<file path="config.mk">
export PLATFORM = sky130hd
export DESIGN_NAME = sd_block_arbiter
export DESIGN_NICKNAME = d
export VERILOG_FILES = /design/src/rtl/sd_block_arbiter.sv
export SDC_FILE = /design/constraint.sdc
export NUM_CORES = 1
export LEC_CHECK = 0
export ABC_AREA = 1
export CAP_MARGIN = 20
export CELL_PAD_IN_SITES_DETAIL_PLACEMENT = 1
export CELL_PAD_IN_SITES_GLOBAL_PLACEMENT = 2
export CORE_ASPECT_RATIO = 0.8
export CORE_MARGIN = 2
export CORE_UTILIZATION = 26
export DETAILED_ROUTE_END_ITERATION = 10
export GPL_TIMING_DRIVEN = 0
export HOLD_SLACK_MARGIN = 0.05
export PLACE_DENSITY = 0.87
export SLEW_MARGIN = 25
export SYNTH_ARGS = -nofsm -noshare
export SYNTH_HDL_FRONTEND = slang
export SYNTH_SLANG_ARGS = --single-unit
</file>
<file path="constraint.sdc">
create_clock -name clk -period 2.35 [get_ports clk]
set_clock_uncertainty 0.1 [all_clocks]
set_input_delay 0.3525 -clock clk [delete_from_list [all_inputs] [get_ports clk]]
set_output_delay 0.3525 -clock clk [all_outputs]
set_load 0.02 [all_outputs]
</file>
<file path="src/rtl/sd_block_arbiter.sv">
// Round-robin arbiter that shares one SD card controller between two
// block-level requesters. Issues execute, routes byte strobes and data,
// reports per-transaction completion and aborts stalled transactions.
module sd_block_arbiter #(
  parameter logic [23:0] TIMEOUT_CYCLES = 24'd4000000,
  parameter logic [3:0]  ISSUE_HOLD     = 4'd8
) (
  input  logic        clk,
  input  logic        rst_n,
  input  logic [1:0]  req,
  input  logic [1:0]  req_op,
  input  logic [63:0] req_addr,
  input  logic [15:0] req_wr_byte,
  output logic [1:0]  grant,
  output logic [1:0]  byte_strobe,
  output logic [7:0]  rd_byte,
  output logic [1:0]  done,
  output logic [1:0]  error,
  output logic [9:0]  byte_count,
  output logic        sd_op_code,
  output logic        sd_execute,
  output logic [31:0] sd_block_address,
  output logic [7:0]  sd_outgoing_byte,
  input  logic        sd_busy,
  input  logic        sd_finished_byte,
  input  logic        sd_finished_block,
  input  logic [7:0]  sd_incoming_byte
);

  localparam logic [2:0] IDLE      = 3'd0;
  localparam logic [2:0] ISSUE     = 3'd1;
  localparam logic [2:0] XFER      = 3'd2;
  localparam logic [2:0] COMPLETE  = 3'd3;
  localparam logic [2:0] WAIT_IDLE = 3'd4;

  logic [2:0]  state;
  logic        owner;
  logic        ptr;
  logic        err_flag;
  logic [23:0] tmo_cnt;
  logic [3:0]  hold_cnt;
  logic [1:0]  fb_sync;
  logic [1:0]  fk_sync;
  logic        fb_prev;
  logic        fk_prev;
  logic        byte_pulse;
  logic        block_pulse;
  logic        winner;
  logic        tmo_hit;

  // Two-flop synchronisers plus a history flop for rising-edge detection
  always_ff @(posedge clk or negedge rst_n) begin
    if (!rst_n) begin
      fb_sync <= '0;
      fk_sync <= '0;
      fb_prev <= 1'b0;
      fk_prev <= 1'b0;
    end else begin
      fb_sync <= {fb_sync[0], sd_finished_byte};
      fk_sync <= {fk_sync[0], sd_finished_block};
      fb_prev <= fb_sync[1];
      fk_prev <= fk_sync[1];
    end
  end

  // Edge pulses, round-robin winner selection and timeout detection
  always_comb begin
    byte_pulse  = fb_sync[1] & ~fb_prev;
    block_pulse = fk_sync[1] & ~fk_prev;
    winner      = req[ptr] ? ptr : ~ptr;
    tmo_hit     = (tmo_cnt == TIMEOUT_CYCLES - 24'd1);
  end

  // done/error are decoded from COMPLETE so they land in the same cycle the
  // state is entered, keeping the timeout exactly TIMEOUT_CYCLES after ISSUE
  assign done             = (state == COMPLETE) ? grant : 2'b00;
  assign error            = done & {2{err_flag}};
  assign sd_outgoing_byte = owner ? req_wr_byte[15:8] : req_wr_byte[7:0];

  // Transaction sequencing: grant, issue, transfer, complete, drain busy
  always_ff @(posedge clk or negedge rst_n) begin
    if (!rst_n) begin
      state            <= IDLE;
      owner            <= 1'b0;
      ptr              <= 1'b0;
      err_flag         <= 1'b0;
      tmo_cnt          <= '0;
      hold_cnt         <= '0;
      grant            <= '0;
      byte_strobe      <= '0;
      rd_byte          <= '0;
      byte_count       <= '0;
      sd_op_code       <= 1'b0;
      sd_execute       <= 1'b0;
      sd_block_address <= '0;
    end else begin
      byte_strobe <= '0;
      case (state)
        IDLE: begin
          if ((|req) && !sd_busy) begin
            owner            <= winner;
            sd_op_code       <= req_op[winner];
            sd_block_address <= winner ? req_addr[63:32] : req_addr[31:0];
            grant            <= winner ? 2'b10 : 2'b01;
            byte_count       <= '0;
            tmo_cnt          <= '0;
            hold_cnt         <= '0;
            err_flag         <= 1'b0;
            sd_execute       <= 1'b1;
            state            <= ISSUE;
          end
        end
        ISSUE: begin
          tmo_cnt <= tmo_cnt + 24'd1;
          if (tmo_hit) begin
            sd_execute <= 1'b0;
            err_flag   <= 1'b1;
            state      <= COMPLETE;
          end else if (sd_busy) begin
            sd_execute <= 1'b0;
            state      <= XFER;
          end else if (hold_cnt == ISSUE_HOLD - 4'd1) begin
            sd_execute <= 1'b0;
            err_flag   <= 1'b1;
            state      <= COMPLETE;
          end else begin
            hold_cnt <= hold_cnt + 4'd1;
          end
        end
        XFER: begin
          tmo_cnt <= tmo_cnt + 24'd1;
          if (byte_pulse) begin
            byte_strobe <= grant;
            if (byte_count != 10'd1023) byte_count <= byte_count + 10'd1;
            if (!sd_op_code) rd_byte <= sd_incoming_byte;
          end
          if (block_pulse) begin
            state <= COMPLETE;
          end else if (tmo_hit) begin
            err_flag <= 1'b1;
            state    <= COMPLETE;
          end
        end
        COMPLETE: begin
          grant <= '0;
          ptr   <= ~owner;
          state <= WAIT_IDLE;
        end
        WAIT_IDLE: begin
          if (!sd_busy) state <= IDLE;
        end
        default: state <= IDLE;
      endcase
    end
  end

endmodule

</file>
### Word-level counts from Yosys, hierarchy flattened

Index checks and enable logic that the tools add are counted.

| word-level totals | value |
|---|---|
| bits in registers | 96 |
| latch bits | 0 |
| memory bits (writable) | 0 |
| memory bits (read-only) | 0 |
| bits of input ports | 97 |
| output and inout bits | 68 |
| word-level logic and storage cells | 113 |
| memories | 0 |

| cells by class | value |
|---|---|
| $add $sub $neg | 3 |
| multipliers | 0 |
| div/mod/pow operators | 0 |
| $lt $le $gt $ge | 2 |
| equal/unequal tests | 20 |
| shift-type cells | 0 |
| muxes and demuxes | 44 |
| bitwise operators | 8 |
| reduce and logical (&&, ||, !) cells | 19 |

Operators by type and width:

| cell | number |
|---|---|
| one-hot mux 24 bit (2 select lines) | 1 |
| two-way mux 32 bit | 1 |
| two-way mux 10 bit | 3 |
| adder 24 x 1 -> 24 bit, second input constant | 1 |
| == test 24 x 22 -> 1 bit, second input constant | 1 |
| two-way mux 24 bit | 1 |
| two-way mux 3 bit | 7 |
| one-hot mux 10 bit (2 select lines) | 1 |
| inequality test 2 bit, second input constant | 9 |
| two-way mux 4 bit | 4 |
| two-way mux 1 bit | 15 |
| one-hot mux 3 bit (5 select lines) | 1 |
| adder 10 x 1 -> 10 bit, second input constant | 1 |
| two-way mux 2 bit | 5 |
| inequality test 10 bit, second input constant | 1 |
| inequality test 3 bit, second input constant | 3 |
| two-way mux 8 bit | 1 |
| one-hot mux 4 bit (2 select lines) | 1 |
| AND reduction 4 bit | 2 |
| nonzero test 2 bit | 4 |
| == test 3 x 2 -> 1 bit, second input constant | 2 |
| AND reduction 2 bit | 3 |
| AND reduction 3 bit | 2 |
| AND reduction 6 bit | 1 |
| 18 further kinds | 25 |

### Longest topological paths before layout

| depth | value |
|---|---|
| word-level depth | 6 |
| depth in mapped cells | 11 |
| gate-level depth less buffers | 10 |

### Worst setup path before layout

No wires, ideal clock.

| timing | value |
|---|---|
| kind | register to register |
| start point | register byte_count[0] |
| end point | register byte_count[2] |
| setup time | 0.118 ns |
| arrival | 1.613 ns |
| data required time | 2.132 ns |
| path slack | 0.519 ns |
| stages on the path, launching flop included | 12 |
| buffers on the path | 1 |
| clock period less this slack | 1.831 ns |
| path through | dfrtp_1 > ha_1 > nand2_1 > nor2_1 > nand2_1 > nand2_1 > nand3_2 > nand2_4 > inv_4 > buf_6 > nand4_2 > o21ai_2 |

| on the way | value |
|---|---|
| word-level cells in the longest chain between the ends | 4 |
| elaborated cells between the ends (all ways) | 7 |
| those cells by class | add/sub (1); eq/ne (2); mux (3); reduce/logical (1) |

RTL lines:

| element | line | RTL |
|---|---|---|
| from (decl) | 19 | `output logic [9:0] byte_count,` |
| from (signal assigned) | 134 | `if (byte_count != 10'd1023) byte_count <= byte_count + 10'd1;` |
| adder 10 x 1 -> 10 bit | 134 |  |
| two-way mux 10 bit | 134 |  |
| two-way mux 10 bit | 132 | `if (byte_pulse) begin` |
| one-hot mux 10 bit (2 select lines) | 98 | `case (state)` |

Several ways; a longest one is shown, not always the timed one. The select of a mux whose other input is x is not followed.
A chain may end at the register's enable or synchronous reset.

### Final worst setup path

| timing | value |
|---|---|
| start point | register state[1] |
| end point | output port error[1] |

| on the way | value |
|---|---|
| word-level cells in the longest chain between the ends | 3 |

RTL lines:

| element | line | RTL |
|---|---|---|
| from (decl) | 36 | `logic [2:0] state;` |
| from (signal assigned) | 83 | `state <= IDLE;` |
| from (signal assigned) | 110 | `state <= ISSUE;` |
| from (signal assigned) | 118 | `state <= COMPLETE;` |
| == test 3 x 2 -> 1 bit | 76 | `assign done = (state == COMPLETE) ? grant : 2'b00;` |
| two-way mux 2 bit | 76 |  |
| AND 2 bit | 77 | `assign error = done & {2{err_flag}};` |
| to (decl) | 18 | `output logic [1:0] error,` |

Every way passes these cells.

==> results_dict.tcl <==
set metrics [dict create \
    status "finished clean" \
    r2r_end "state[1]" \
    met2_length_mm 7.49 \
    syn-num-nets 734 \
    netlist.area_leader.share_pct 48.2 \
    clockBufferDepth 2 \
    clkTransAtPathRegs_ns 0.06 \
    multi_input_area_um2 2230 \
    area_growth_pct 46.8 \
    slowest_delay_ns 0.44 \
    drt_drc_violations_left 0 \
    ys.flop_type "dfrtp_1" \
    first_global_vias 5127 \
    seq_area_frac_synth_pct 48.2 \
    power.density_nw_per_um2 1150 \
    hp-start "fb_sync[0]" \
    max_slew_margin_pct 63.7 \
    fp.dieArea_um2 20300 \
    grt_max_degree 64 \
    syn-cell-area_um2 4980 \
    diodes 0 \
    arrival_ns 1.73 \
    synth-edff-count 0 \
    die_x_um 159 \
    place.port_buffers 164 \
    leakagePower_nw 3.17 \
    ys_types 41 \
    dp_hpwl_mm 13.0 \
    synth-seq-cells 96 \
    hold_class "flip-flop to flip-flop" \
    min_period_over_period_pct 92.7 \
    crit_slowest_cell "dfrtp_1" \
    die_y_um 128 \
    htree_levels 3 \
    cts_tree "done" \
    synth_top_family_by_area "simple AND/OR/NAND/NOR gates" \
    cp-start-kind "flip-flop" \
    muxShareOfSynthArea_pct 1.81 \
    reg2reg_slack_ns 0.28 \
    clock_latency_ns 0.36 \
    io_pins 165 \
    critPathMaxFanout 8 \
    setup.worst_path.end_class "output pin" \
    grt_overflow 0 \
    wl_met1_mm 7.64 \
    rsz0062_at_grt "false" \
    synth_largest_area_cell "dfrtp_1" \
    drv_cap 0 \
    path_cells "inv_1 > nor3_2 > inv_2 > nor3_1 > dlygate4sd2_1" \
    setup_tns_ns 0 \
    cts_sinks 96 \
    synthCells 634 \
    avgRoutedWirePerCell_um 15.7 \
    setup_viol 0 \
    grtUsageTotal_pct 17.1 \
    drt_iter0_markers 238 \
    worst_slack_ns 0.172 \
    synth_xor_area_share_pct 1.41 \
    start_util_pct 26.4 \
    cts_setup_buffers 0 \
    nNetsFinal 910 \
    seq_area_um2 2400 \
    ir_worst_vdd_uv 471 \
    r2r.worst_path.cells 9 \
    syn-mean-instance-area_um2 7.86 \
    antenna_found_initial 0 \
    grt_first_pass_wirelength_mm 27.4 \
    vias 4863 \
    path_buf_inv 3 \
    critPathRequiredTime_ns 1.90 \
    ant_nets 0 \
    period_needed_ns 2.18 \
    dr.pass1.iters 4 \
    synthAdderAreaFrac_pct 0.753 \
    core_um2 18900 \
    ys.warnings.count 0 \
    dr_wl_met3_mm 1.49 \
    final.fill_count 2311 \
    clockRootBuffer "clkbuf_16" \
    numCtsBuffers 9 \
    fmax_ghz 0.459 \
    drt_wl_total_mm 16.8 \
    hold_path_end "fb_sync[1]" \
    vias_per_cell 4.53 \
    dpl_worst_slack_ns -0.0859 \
    synth-compound-area-share_pct 13.1 \
    synthSimpleGateAreaFrac_pct 27.5 \
    hold_violations 0 \
    drive_gt1_share_pct 7.73 \
    tightest_slew_ns 0.544 \
    crit_family "buffers and inverters" \
    topRoutingLayerUsed "met4" \
    synth.area.top_cells "dfrtp_1 (48%), nand2_1 (12%), o21ai_0 (8.7%)" \
    cp-startpoint "state[1]" \
    r2r-start "tmo_cnt[0]" \
    hold_depth 0 \
    synthArstFlopShare_pct 100 \
    critPathKind "flip-flop to output pin" \
    maxSlewViolCount 0 \
    gp_congestion 0.788 \
    core.rowCount 45 \
]
## sequential cells by signal, summed over array words and instances (netlist names)
register / count
byte_count: 10
byte_strobe: 2
err_flag: 1
fb_prev: 1
fb_sync: 2
fk_prev: 1
fk_sync: 2
grant: 2
hold_cnt: 4
owner: 1
ptr: 1
rd_byte: 8
sd_block_address: 32
sd_execute: 1
sd_op_code: 1
state: 3
tmo_cnt: 24
## per-stage QoR
| stage | cell area [µm²] | hold slack, ns | total power, mW | util, % | std cells |
|---|---|---|---|---|---|
| 4_1_cts | 7310 | 0.251 | 8.52 | 38.7 | 1073 |
| 3_3_place_gp | 6950 | 0.234 | 6.73 | 36.8 | 1056 |
| 5_1_grt | 7310 | 0.266 | 9.03 | 38.8 | 1073 |
| 6_report | 7310 | 0.250 | 8.40 | 38.8 | 1073 |
| 3_5_place_dp | 6980 | 0.178 | 6.82 | 37.0 | 1057 |
| 2_1_floorplan | 4980 | -0.0431 | 4.95 | - | 634 |
## cell type report
type / count / share of cell area, %
sequential: 96 / 32.9
clock buffer: 11 / 3.32
tap: 258 / 4.41
buffer: 19 / 1.28
inverter: 68 / 3.58
clock inverter: 5 / 1.18
timing repair buffer: 166 / 22.9
multi-input combinational: 450 / 30.5
## Yosys cell counts (2+ instances only)
cell and n:
nor2_2 2, a21oi_1 12, mux2_2 8, o21ai_1 5, o22ai_1 5, buf_6 2, nand3_2 7, nand2_1 153
nor3_1 17, nor2_1 79, nand3_1 31, xor2_1 8, o21ai_0 87, inv_1 61, nand4_2 2, clkbuf_1 13
inv_2 4, dfrtp_1 96, buf_2 3, nand4_1 11, ha_1 3, o21ai_2 2, or2_2 2, inv_4 2
nand2_2 2, a211oi_1 2
## layer usage
layer  vias to the layer above  track usage [%]
met3                        11             7.21
met4                         0             4.59
met1                      2313             21.5
met5                         -                0
met2                       120             27.0
li1                       2419                -
## repair_timing
| item | in CTS | in global routing |
|---|---|---|
| cloned | 0 | 0 |
| endpoints found under the setup margin | 12 | 12 |
| endpoints found under the hold margin | 33 | 0 |
| hold buffers | 1 | 0 |
| gates resized for setup | 5 | 3 |
## logic make-up after synthesis
kind of cell | count (synthesis)
XOR/XNOR | 8
buffers and inverters | 88
multiplexers | 8
AND/OR/NAND/NOR | 310
flip-flops | 96
AO/OA/AOI/OAI | 121
adder cells (fa/ha/maj) | 3
## power breakdown
part	switching (mW)	internal, mW
Combinational	2.44	1.61
Clock	0.684	0.973
Sequential	0.467	2.23
## cell usage in the layout (no fill, tap or decap), drive strengths merged, types with 2 or more instances in the layout
| cell | instances |
|---|---|
| o21ai | 94 |
| dfrtp | 96 |
| mux2 | 8 |
| clkinv | 2 |
| ha | 3 |
| nand2 | 156 |
| clkbuf | 23 |
| buf | 9 |
| bufinv | 2 |
| nand4 | 14 |
| a211oi | 2 |
| a21oi | 14 |
| or2 | 2 |
| dlygate4sd2 | 4 |
| nor2 | 81 |
| o22ai | 5 |
| clkdlybuf4s50 | 159 |
| xor2 | 8 |
| nand3 | 39 |
| inv | 69 |
| nor3 | 17 |
## worst max-delay path by stage
stage                     endpoint  slack (ns)  cells past startpoint
2_1_floorplan        byte_count[2]        0.52                     11
3_3_place_gp         byte_count[2]       -3.17                      1
3_5_place_dp   sd_block_address[1]       -0.09                      7
4_1_cts                   error[1]        0.01                      5
5_1_grt        sd_block_address[0]        0.04                      7
6_report                  error[1]        0.17                      5
(Power assumes the default switching activity.)
